===== config.mk =====
export PLATFORM = sky130hd
export DESIGN_NAME = input_conditioner_array_flat
export DESIGN_NICKNAME = d
export VERILOG_FILES = /design/src/rtl/input_conditioner_array_if.sv /design/src/rtl/input_conditioner_array.sv /design/src/flat_wrapper.sv
export SDC_FILE = /design/constraint.sdc
export NUM_CORES = 1
export LEC_CHECK = 0
export ABC_AREA = 1
export ABC_CLOCK_PERIOD_IN_PS = 1300
export CORE_AREA = 3 3 66 68
export CTS_CLUSTER_SIZE = 25
export DETAILED_ROUTE_END_ITERATION = 10
export DIE_AREA = 0 0 69 71
export GPL_TIMING_DRIVEN = 0
export PLACE_DENSITY_LB_ADDON = 0.1
export SETUP_SLACK_MARGIN = 0.02
export SLEW_MARGIN = 25
export SYNTH_ARGS = -nofsm -noshare
export SYNTH_HDL_FRONTEND = slang
export SYNTH_SLANG_ARGS = --single-unit

===== constraint.sdc =====
create_clock -name clk -period 1.3 [get_ports clk]
set_input_delay 0.325 -clock clk [delete_from_list [all_inputs] [get_ports clk]]
set_output_delay 0.325 -clock clk [all_outputs]
set_load 0.1 [all_outputs]

===== src/rtl/input_conditioner_array_if.sv =====
// ---------------------------------------------------------------------------
// input_conditioner_array_if
// Bundles the per-bank signals of input_conditioner_array.
//   noisysignal  [CHANNELS] raw asynchronous inputs (driven by master)
//   conditioned  [CHANNELS] debounced, synchronised level per channel
//   positiveedge [CHANNELS] 1-cycle pulse on a 0->1 conditioned update
//   negativeedge [CHANNELS] 1-cycle pulse on a 1->0 conditioned update
//   anyedge                 OR of all edge pulses of the cycle
// master: the side that drives the raw inputs; slave: the conditioner.
// ---------------------------------------------------------------------------
interface input_conditioner_array_if #(
   parameter int unsigned CHANNELS = 4
);
   logic [CHANNELS-1:0] noisysignal;
   logic [CHANNELS-1:0] conditioned;
   logic [CHANNELS-1:0] positiveedge;
   logic [CHANNELS-1:0] negativeedge;
   logic                anyedge;

   modport master (
      output noisysignal,
      input  conditioned,
      input  positiveedge,
      input  negativeedge,
      input  anyedge
   );

   modport slave (
      input  noisysignal,
      output conditioned,
      output positiveedge,
      output negativeedge,
      output anyedge
   );
endinterface


===== src/rtl/input_conditioner_array.sv =====
// ---------------------------------------------------------------------------
// input_conditioner_array
// Multi-channel input conditioner: each channel is optionally inverted,
// synchronised through SYNC_STAGES flops, debounced by a counter that must
// see WAITTIME consecutive differing samples, and produces registered
// single-cycle rising/falling edge pulses.
// Ports:
//   clk    sole clock, rising edge
//   rst_n  synchronous active-low reset
//   bus    input_conditioner_array_if.slave
//          (noisysignal in; conditioned, positiveedge, negativeedge,
//           anyedge out -- all outputs registered)
// ---------------------------------------------------------------------------
module input_conditioner_array #(
   parameter int unsigned         CHANNELS      = 4,
   parameter int unsigned         SYNC_STAGES   = 2,
   parameter int unsigned         WAITTIME      = 3,
   parameter int unsigned         COUNTER_WIDTH = 3,
   parameter logic [CHANNELS-1:0] INVERT_MASK   = '0,
   parameter logic [CHANNELS-1:0] RESET_VALUE   = '0
) (
   input logic                       clk,
   input logic                       rst_n,
   input_conditioner_array_if.slave  bus
);

   localparam logic [COUNTER_WIDTH-1:0] LAST_COUNT = COUNTER_WIDTH'(WAITTIME - 1);

   // STABLE: synchronised sample equals the conditioned level.
   // PENDING: they differ and the counter is qualifying the new level.
   typedef enum logic {
      STABLE  = 1'b0,
      PENDING = 1'b1
   } deb_state_e;

   logic [CHANNELS-1:0]      sync_q [SYNC_STAGES];
   logic [CHANNELS-1:0]      s;
   logic [CHANNELS-1:0]      cond_q, cond_d;
   logic [CHANNELS-1:0]      pos_q, pos_d;
   logic [CHANNELS-1:0]      neg_q, neg_d;
   logic                     any_q;
   logic [COUNTER_WIDTH-1:0] count_q [CHANNELS];
   logic [COUNTER_WIDTH-1:0] count_d [CHANNELS];
   deb_state_e               state   [CHANNELS];

   // Synchroniser chain, all channels in parallel. Inversion happens before
   // the first flop so active-low inputs look active-high everywhere after.
   // NOTE: state registers use non-blocking assignments so every flop samples
   // pre-edge values and the chain shifts by exactly one stage per clock.
   always_ff @(posedge clk) begin
      if (!rst_n) begin
         for (int k = 0; k < SYNC_STAGES; k++) sync_q[k] <= RESET_VALUE;
      end else begin
         sync_q[0] <= bus.noisysignal ^ INVERT_MASK;
         for (int k = 1; k < SYNC_STAGES; k++) sync_q[k] <= sync_q[k-1];
      end
   end

   assign s = sync_q[SYNC_STAGES-1];

   // Debounce next-state and edge-pulse decode.
   // NOTE: every output of this block gets a default before any branch, so no
   // path leaves a value unassigned and no latch is inferred.
   always_comb begin
      cond_d = cond_q;
      pos_d  = '0;
      neg_d  = '0;
      for (int i = 0; i < CHANNELS; i++) begin
         count_d[i] = '0;
         state[i]   = (s[i] == cond_q[i]) ? STABLE : PENDING;
         unique case (state[i])
            STABLE: count_d[i] = '0;
            PENDING: begin
               if (count_q[i] == LAST_COUNT) begin
                  // Level qualified: accept it and fire the matching pulse.
                  cond_d[i] = s[i];
                  pos_d[i]  = s[i];
                  neg_d[i]  = ~s[i];
               end else begin
                  count_d[i] = count_q[i] + 1'b1;
               end
            end
            default: count_d[i] = '0;
         endcase
      end
   end

   // Conditioned level, counters and pulses share one register stage so the
   // pulses coincide with the first cycle the new level is visible.
   // NOTE: the counter array is small and feeds control decisions, so it is
   // reset like any other state rather than left to power-up values.
   always_ff @(posedge clk) begin
      if (!rst_n) begin
         cond_q <= RESET_VALUE;
         pos_q  <= '0;
         neg_q  <= '0;
         any_q  <= 1'b0;
         for (int i = 0; i < CHANNELS; i++) count_q[i] <= '0;
      end else begin
         cond_q <= cond_d;
         pos_q  <= pos_d;
         neg_q  <= neg_d;
         any_q  <= |(pos_d | neg_d);
         for (int i = 0; i < CHANNELS; i++) count_q[i] <= count_d[i];
      end
   end

   assign bus.conditioned  = cond_q;
   assign bus.positiveedge = pos_q;
   assign bus.negativeedge = neg_q;
   assign bus.anyedge      = any_q;

endmodule


===== src/flat_wrapper.sv =====
// flat-port wrapper written by rule: the top's interface ports become plain ports
module input_conditioner_array_flat 
#(
   parameter int unsigned         CHANNELS      = 4,
   parameter int unsigned         SYNC_STAGES   = 2,
   parameter int unsigned         WAITTIME      = 3,
   parameter int unsigned         COUNTER_WIDTH = 3,
   parameter logic [CHANNELS-1:0] INVERT_MASK   = '0,
   parameter logic [CHANNELS-1:0] RESET_VALUE   = '0
)
  (clk, rst_n, bus_noisysignal, bus_conditioned, bus_positiveedge, bus_negativeedge, bus_anyedge);
  input_conditioner_array_if #(.CHANNELS(CHANNELS)) bus_i ();
  input logic clk;
  input logic rst_n;
  input wire logic [$bits(bus_i.noisysignal)-1:0] bus_noisysignal;
  output wire logic [$bits(bus_i.conditioned)-1:0] bus_conditioned;
  output wire logic [$bits(bus_i.positiveedge)-1:0] bus_positiveedge;
  output wire logic [$bits(bus_i.negativeedge)-1:0] bus_negativeedge;
  output wire logic [$bits(bus_i.anyedge)-1:0] bus_anyedge;
  assign bus_i.noisysignal = bus_noisysignal;
  assign bus_conditioned = bus_i.conditioned;
  assign bus_positiveedge = bus_i.positiveedge;
  assign bus_negativeedge = bus_i.negativeedge;
  assign bus_anyedge = bus_i.anyedge;
  input_conditioner_array #(.CHANNELS(CHANNELS), .SYNC_STAGES(SYNC_STAGES), .WAITTIME(WAITTIME), .COUNTER_WIDTH(COUNTER_WIDTH), .INVERT_MASK(INVERT_MASK), .RESET_VALUE(RESET_VALUE)) u_core (.clk(clk), .rst_n(rst_n), .bus(bus_i));
endmodule

# After elaboration in Yosys (flattened, before gate mapping)
# Memories as Yosys holds them, arrays and structs flattened.
# Index checks and enable logic that the tools add are counted.
# totals
inputBits	6
mem_bits_rw	20
register_bits	13
out_inout_bits	13
word_cells	77
mem_count	2
# mem_list
memory	words	word_bits	rd	rd_clocked_by_memory_dff	write_ports	line_no	rtl
u_core.count_q	4	3	4	0	4	input_conditioner_array.sv:42	logic [COUNTER_WIDTH-1:0] count_q [CHANNELS];
u_core.sync_q	2	4	2	0	2	input_conditioner_array.sv:36	logic [CHANNELS-1:0] sync_q [SYNC_STAGES];
# op_classes
reduce_logical	5
bitwise	15
n_eq_ne	8
n_mux	36
add_sub_neg	4
# ops
op	n
3-bit 2-to-1 mux	8
3-bit one-hot mux with 2 select lines	4
1-bit 2-to-1 mux	22
3-bit by 1-bit adder with 3-bit output (second input constant)	4
3-bit by 2-bit == test with 1-bit output (second input constant)	4
4-bit 2-to-1 mux	2
1-bit NOT	8
2-bit AND reduction	4
1-bit OR	6
1-bit == test	4
4-bit OR	1
4-bit OR reduction	1

# Longest topological paths before layout
# Gate-level depths: netlist of the first run.
# depth
word_depth	5
mapped_depth	8
depth_no_buf	8

# Worst setup path before layout of the first run
# No wires, ideal clock.
# synth_path
path_kind	reg-to-reg
start	register u_core.cond_q[3] (netlist: u_core.bus.conditioned[3])
end	register u_core.any_q (netlist: u_core.bus.anyedge)
n_path_buf	0
required_ps	1189
slack_ps	-237
arrival_ps	1425
stages_incl_launch_ff	8
path_cell_list	dfxtp_1 > inv_1 > nand2_1 > nand2_1 > nand2_1 > nand2_1 > nor2_1 > nor2_1
# synth_via
elab_chain_len	4
word_cells_on_any_way	5
classes_between	eq/ne: 1; mux: 2; bitwise: 1; reduce/logical: 1
# synth_rtl
item	line_no	rtl
start: declaration	input_conditioner_array.sv:38	logic [CHANNELS-1:0] cond_q, cond_d;
start signal: assignment	input_conditioner_array.sv:100	cond_q <= cond_d;
1-bit == test *	input_conditioner_array.sv:70	state[i] = (s[i] == cond_q[i]) ? STABLE : PENDING;
1-bit 2-to-1 mux	input_conditioner_array.sv:71	unique case (state[i])
4-bit OR *	input_conditioner_array.sv:103	any_q <= |(pos_d | neg_d);
4-bit OR reduction *	input_conditioner_array.sv:103	
end signal: assignment	input_conditioner_array.sv:103	
end: declaration	input_conditioner_array.sv:41	logic any_q;
# Mark *: on every way between the ends. The rest lies on a longest branch, timed or not.
# A chain may end at the register's enable or synchronous reset.

# Worst setup path in the final report of the first run
# layout_path
start	register u_core.cond_q[2] (netlist: u_core.bus.conditioned[2])
end	output bus_conditioned[2]
# layout_lines
item	line_no	rtl
end: declaration	flat_wrapper.sv:16	output wire logic [$bits(bus_i.conditioned)-1:0] bus_conditioned;
# No word-level cell between the ends.

==> results of run 1 <==
[cells in the final DEF (no fill, tap or decap), drive strengths merged]
cell | synthesis | layout
xnor2 | 4 | 4
clkbuf | 0 | 8
ha | 8 | 8
nand4 | 2 | 2
nor4 | 3 | 3
nor2 | 19 | 19
inv | 29 | 29
a21oi | 3 | 3
nor3 | 3 | 3
o21ai | 4 | 4
dfxtp | 33 | 33
buf | 2 | 15
nand3 | 5 | 5
clkdlybuf4s50 | 0 | 4
nand2 | 24 | 24
[through the flow]
| stage | utilization, % | hold slack [ns] |
|---|---|---|
| after floorplan | - | 0.3905 |
| after global placement | 37.05 | 0.3966 |
| after detailed placement | 37.05 | 0.4008 |
| after CTS | 38.27 | 0.3080 |
| after global routing | 38.56 | 0.3396 |
| final | 38.56 | 0.3168 |
[per-layer routing]
layer / vias up / routed length [um]
met1: 371 / 881
li1: 466 / -
met4: 0 / 55
met5: - / 0
met2: 23 / 936
met3: 6 / 132
[worst max-delay path by stage]
stage / endpoint / depth (start not counted)
final: bus_conditioned[2] / 1
after global routing: u_core.count_q[2][2]$_SDFF_PP0_ / 7
after detailed placement: bus_conditioned[1] / 1
after CTS: bus_conditioned[1] / 1
after global placement: bus_conditioned[1] / 1
after floorplan: bus_anyedge / 0
[logic make-up (layout without fill, tap and decap cells)]
kind of cell	count (synthesis)	count (layout)	share of synthesized area, %
flops	33	33	54.49
simple gates	56	56	20.43
buf+inv	31	56	11.04
compound gates	7	7	2.888
xor+xnor	4	4	2.889
fa+ha+maj	8	8	8.256
[flip-flops by register name (all words and copies together) (netlist names)]
register and count:
u_core.bus.conditioned 4, u_core.bus.negativeedge 4, u_core.count_q 12, u_core.sync_q 8
u_core.bus.positiveedge 4, u_core.bus.anyedge 1
[where the power goes]
group	internal [mW]	switching (mW)	total (mW)	leakage (nW)
logic	0.0289	0.0365	0.0653	0.381
clock network	0.380	0.340	0.719	0.0395
registers	1.03	0.00798	1.04	0.270
total	1.44	0.384	1.82	0.690
[area by class of cell]
type	count	area [sq um]
Sequential cell	33	665.6
Fill cell	406	2405
Tap cell	50	62.56
Buffer	2	22.52
Multi-Input combinational cell	75	417.9
Timing Repair Buffer	17	148.9
Inverter	29	111.4
Clock buffer	8	80.08
[repair_timing]
| action | 4_1_cts | 5_1_grt |
|---|---|---|
| resized for setup | 78 | 3 |
| setup endpoints to repair | 13 | 3 |
| pin swaps | 0 | 0 |
==> out/results.ini, run 1 <==
[outcome]
outcome=finished clean

[placed_design]
pre_cts_ws_ns=-0.5032
dpl.cell_count=206
postPlaceCellArea_sq_um=1450
place_congestion=0.7464
dp_hpwl_um=1481
port_buffers=17

[final_layout]
fin_nets=177
drive_above_1_share_pct=18.29
area_growth_syn_to_layout_pct=24.46
antennaDiodeCount=0
fin_cells=214
final_cell_area_sq_um=1509

[floorplanning]
die_area_sq_um=4899
ioPinCount=19
die_x_um=69
coreArea_sq_um=3914
fp-row-count=23
fp.dieH_um=71
initial_utilization_pct=30.98

[clocking]
cts_tree=yes
cts_setup_buffers=0
cts-root-buf=clkbuf_8
post_cts_hold_buffer_count=0
clk_pin_slew_ns=0.06
cts.sinks=33
cts-buffers-inserted=5
cts_max_level=2
clk_path_buf_depth=2
insertion_delay_ns=0.28

[flow_run]
cap_violations=0

[timing]
period_share_pct=95.78
slew_headroom_pct=81.48
rsz0062_at_grt=no
setup_ws_ns=0.05487
setup_viol=0
clock_skew_ns=0.002953
slew_viol_final=0
worst_slew_pin_slew_ns=0.2801
final.setup.tns_ns=0
fin_crit_ns=1.245
fmax_mhz=803.1
finalHoldViolations=0

[critical_path]
required_ns=0.98
r2r_slack_ns=0.17
cp-start-kind=flip-flop
cp.arrival_ns=0.92
startpoint=u_core.bus.conditioned[2]$_SDFFE_PN0P_
critical_path_buf_inv_count=1
cp_max_fo=4
worst_setup_path_end_kind=output pin
cp_slowest_cell=dfxtp_2
critPathKind=flip-flop to output pin
crit_family=flip-flops
cp_cell_sequence=buf_4
rr_worst_depth=8
worstReg2RegEnd=u_core.bus.anyedge$_SDFF_PN0_
max_stage_delay_ns=0.35
regToRegStartpoint=u_core.count_q[2][0]$_SDFF_PP0_

[logic_synthesis]
synthDominantCellAreaShare_pct=54.49
synth.largest_area_cell=dfxtp_1
syn_avg_cell_area_sq_um=8.722
synth_most_common_cell=dfxtp_1
yosysSeqAreaShare_pct=54.49
synth_nets=153
synth_commonest_cells=dfxtp_1, inv_1, nand2_1
synth_flop_cell=dfxtp_1
synth_area_sq_um=1212
syn_inst=139
synth_cell_type_count=19
ys_warn_count=0
synthArstFlopShare_pct=0
synth_area_leaders=dfxtp_1, inv_1, ha_1
ys_seq_elements=33
synth_edf_count=0

[global_route]
use_met2_pct=15.36
grt_pass1_wl_um=3367
antenna_found_initial=0
overflow=0
busiest_layer=met2
grtUsageMet1_pct=8.486
use_met3_pct=3.977
track_usage_pct=8.953
first_global_vias=852
grt_max_degree=11

[pwr]
p_leak_nw=0.6901
p_per_area_nw_per_um2=1206
ir_drop_uv=518.5
power_mw=1.820

[drt]
viasPerCell=4.047
routedWlPerCell_um=9.369
dr_total_vias=866
ant_nets=0
drt_first_iter_violations=26
remaining_drc_errors=0
drt_wl_total_um=2005
first_pass_iters=4

[worst_hold_path]
hold_path_class=input port to flip-flop
whs_path_depth=3
min_to=u_core.bus.conditioned[1]$_SDFFE_PN0P_
min-delay-start=rst_n

Power figures use the tool's default switching activity.
==> inputs of run 2 (changes only) <==
Settings changed: CAP_MARGIN set to 0, SLEW_MARGIN 25 to unset.
==> results of run 2 <==
The final DEF is identical to that of run 1; final timing and power are the same.
==> inputs of run 3 (changes only) <==
Settings changed: RECOVER_POWER set to 50.
==> out/results.ini, run 3 (synthesis gave the netlist of run 1 again) <==
[critical_path]
critical_path_buf_inv_count=1
crit_family=flip-flops
cp_max_fo=4
cp-start-kind=flip-flop
cp_slowest_cell=dfxtp_2
cp.arrival_ns=0.92
max_stage_delay_ns=0.35
required_ns=0.98
r2r_slack_ns=0.16
cp_cell_sequence=buf_4
worst_setup_path_end_kind=output pin
critPathKind=flip-flop to output pin

[pwr]
combPwrFrac_pct=3.4
power.switching_uw=384.0
ir_drop_uv=527.2
p_seq_share_pct=57.0
power.internal_mw=1.433
p_per_area_nw_per_um2=1214
switching_share_pct=21.13
p_leak_nw=0.6854
clock_power_share_pct=39.6
power_mw=1.817

[timing]
slew_viol_final=0
clock_skew_ns=0.002966
fmax_mhz=803.1
slew_headroom_pct=73.84
setup_viol=0
whs_ns=0.3134
worst_slew_pin_slew_ns=0.3925
finalHoldViolations=0
final.setup.tns_ns=0
setup_ws_ns=0.05485
rsz0062_at_grt=no
period_share_pct=95.78
fin_crit_ns=1.245

[floorplanning]
die_area_sq_um=4899
coreArea_sq_um=3914
die_x_um=69
fp.dieH_um=71
initial_utilization_pct=30.98
ioPinCount=19
fp-row-count=23

[clocking]
cts-root-buf=clkbuf_8
cts.sinks=33
cts-buffers-inserted=5
insertion_delay_ns=0.28
clk_path_buf_depth=2
cts_max_level=2
cts_tree=yes
clk_pin_slew_ns=0.06
post_cts_hold_buffer_count=0

[final_layout]
largest_register=u_core.count_q
antennaDiodeCount=0
final_cell_mix=dfxtp_1, inv_1, nand2_1, nor2_1, buf_4
multi_input_area_sq_um=412.9
fin_nets=177
seq_area_sq_um=665.6
num-fill-cells=409
layout_commonest_cell=dfxtp_1
largest_register_ffs=12
area_growth_syn_to_layout_pct=23.43
final_core_utilization_pct=38.24
drive_above_1_share_pct=16.46
largest_registers=u_core.count_q: 12 flops, u_core.sync_q: 8 flops

[drt]
remaining_drc_errors=0
first_pass_iters=4
dr_total_vias=863
topRoutingLayerUsed=met4
drt_first_iter_violations=32
ant_nets=0
wl_met2_um=935
drt-met1-wl_um=886
met3_length_um=132
viasPerCell=4.033
routedWlPerCell_um=9.383
drt_wl_total_um=2008

[placed_design]
pre_cts_ws_ns=-0.5032
dp_hpwl_um=1481
place_congestion=0.7464
port_buffers=17

[global_route]
overflow=0
grt_max_degree=11
antenna_found_initial=0
first_global_vias=852
grt_pass1_wl_um=3367
track_usage_pct=8.953

[outcome]
outcome=finished clean

[flow_run]
cap_violations=0

[worst_hold_path]
hold_path_class=input port to flip-flop

-- run 3: cell types whose count changed in the layout (fill, tap and decap cells not counted), sizes merged --
| cell | change |
|---|---|
| buf | -1 |
| clkbuf | +1 |
-- run 3: final timing paths --
| check | startpoint | to | depth (start not counted) |
|---|---|---|---|
| setup / recovery | u_core.bus.conditioned[2]$_SDFFE_PN0P_ | bus_conditioned[2] | 1 |
| hold / removal | rst_n | u_core.bus.conditioned[1]$_SDFFE_PN0P_ | 3 |
| setup reg to reg | u_core.count_q[0][0]$_SDFF_PP0_ | u_core.bus.anyedge$_SDFF_PN0_ | 8 |
| hold reg to reg | u_core.sync_q[0][0]$_SDFF_PN0_ | u_core.sync_q[0][4]$_SDFF_PN0_ | 2 |
-- run 3: metal layers --
metal / vias to the layer above / track usage, %
li1: 465 / -
met1: 369 / 8.486
met2: 23 / 15.36
met3: 6 / 3.977
met4: 0 / 6.508
met5: - / 0
-- run 3: layout make-up --
class | instances | area share (%)
plain buffers | 2 | 1.003
multi-input cells | 75 | 27.59
inverters | 29 | 7.441
well taps | 50 | 4.181
flip-flops and latches | 33 | 44.48
clock buffers | 8 | 5.351
repair buffers | 17 | 9.950
-- run 3: per-stage QoR --
step,area (sq um),std cells
after floorplan,1217,139
after global placement,1450,206
after detailed placement,1450,206
after CTS,1498,214
after global routing,1496,214
final,1496,214
-- run 3: power by group through the flow --
stage | sequential [mW] | combinational [mW] | clock [mW]
4_1_cts | 1.04 | 0.0667 | 0.751
5_1_grt | 1.04 | 0.0723 | 0.782
2_1_floorplan | 1.06 | 0.0406 | 0
3_5_place_dp | 1.06 | 0.0664 | 0
6_report | 1.04 | 0.0623 | 0.720
3_3_place_gp | 1.06 | 0.0649 | 0
-- run 3: timing repair --
| action | in CTS | in global routing |
|---|---|---|
| buffers inserted | 0 | 0 |
| gates resized for setup | 78 | 3 |
| setup endpoints to repair | 13 | 3 |
| cloned | 0 | 0 |
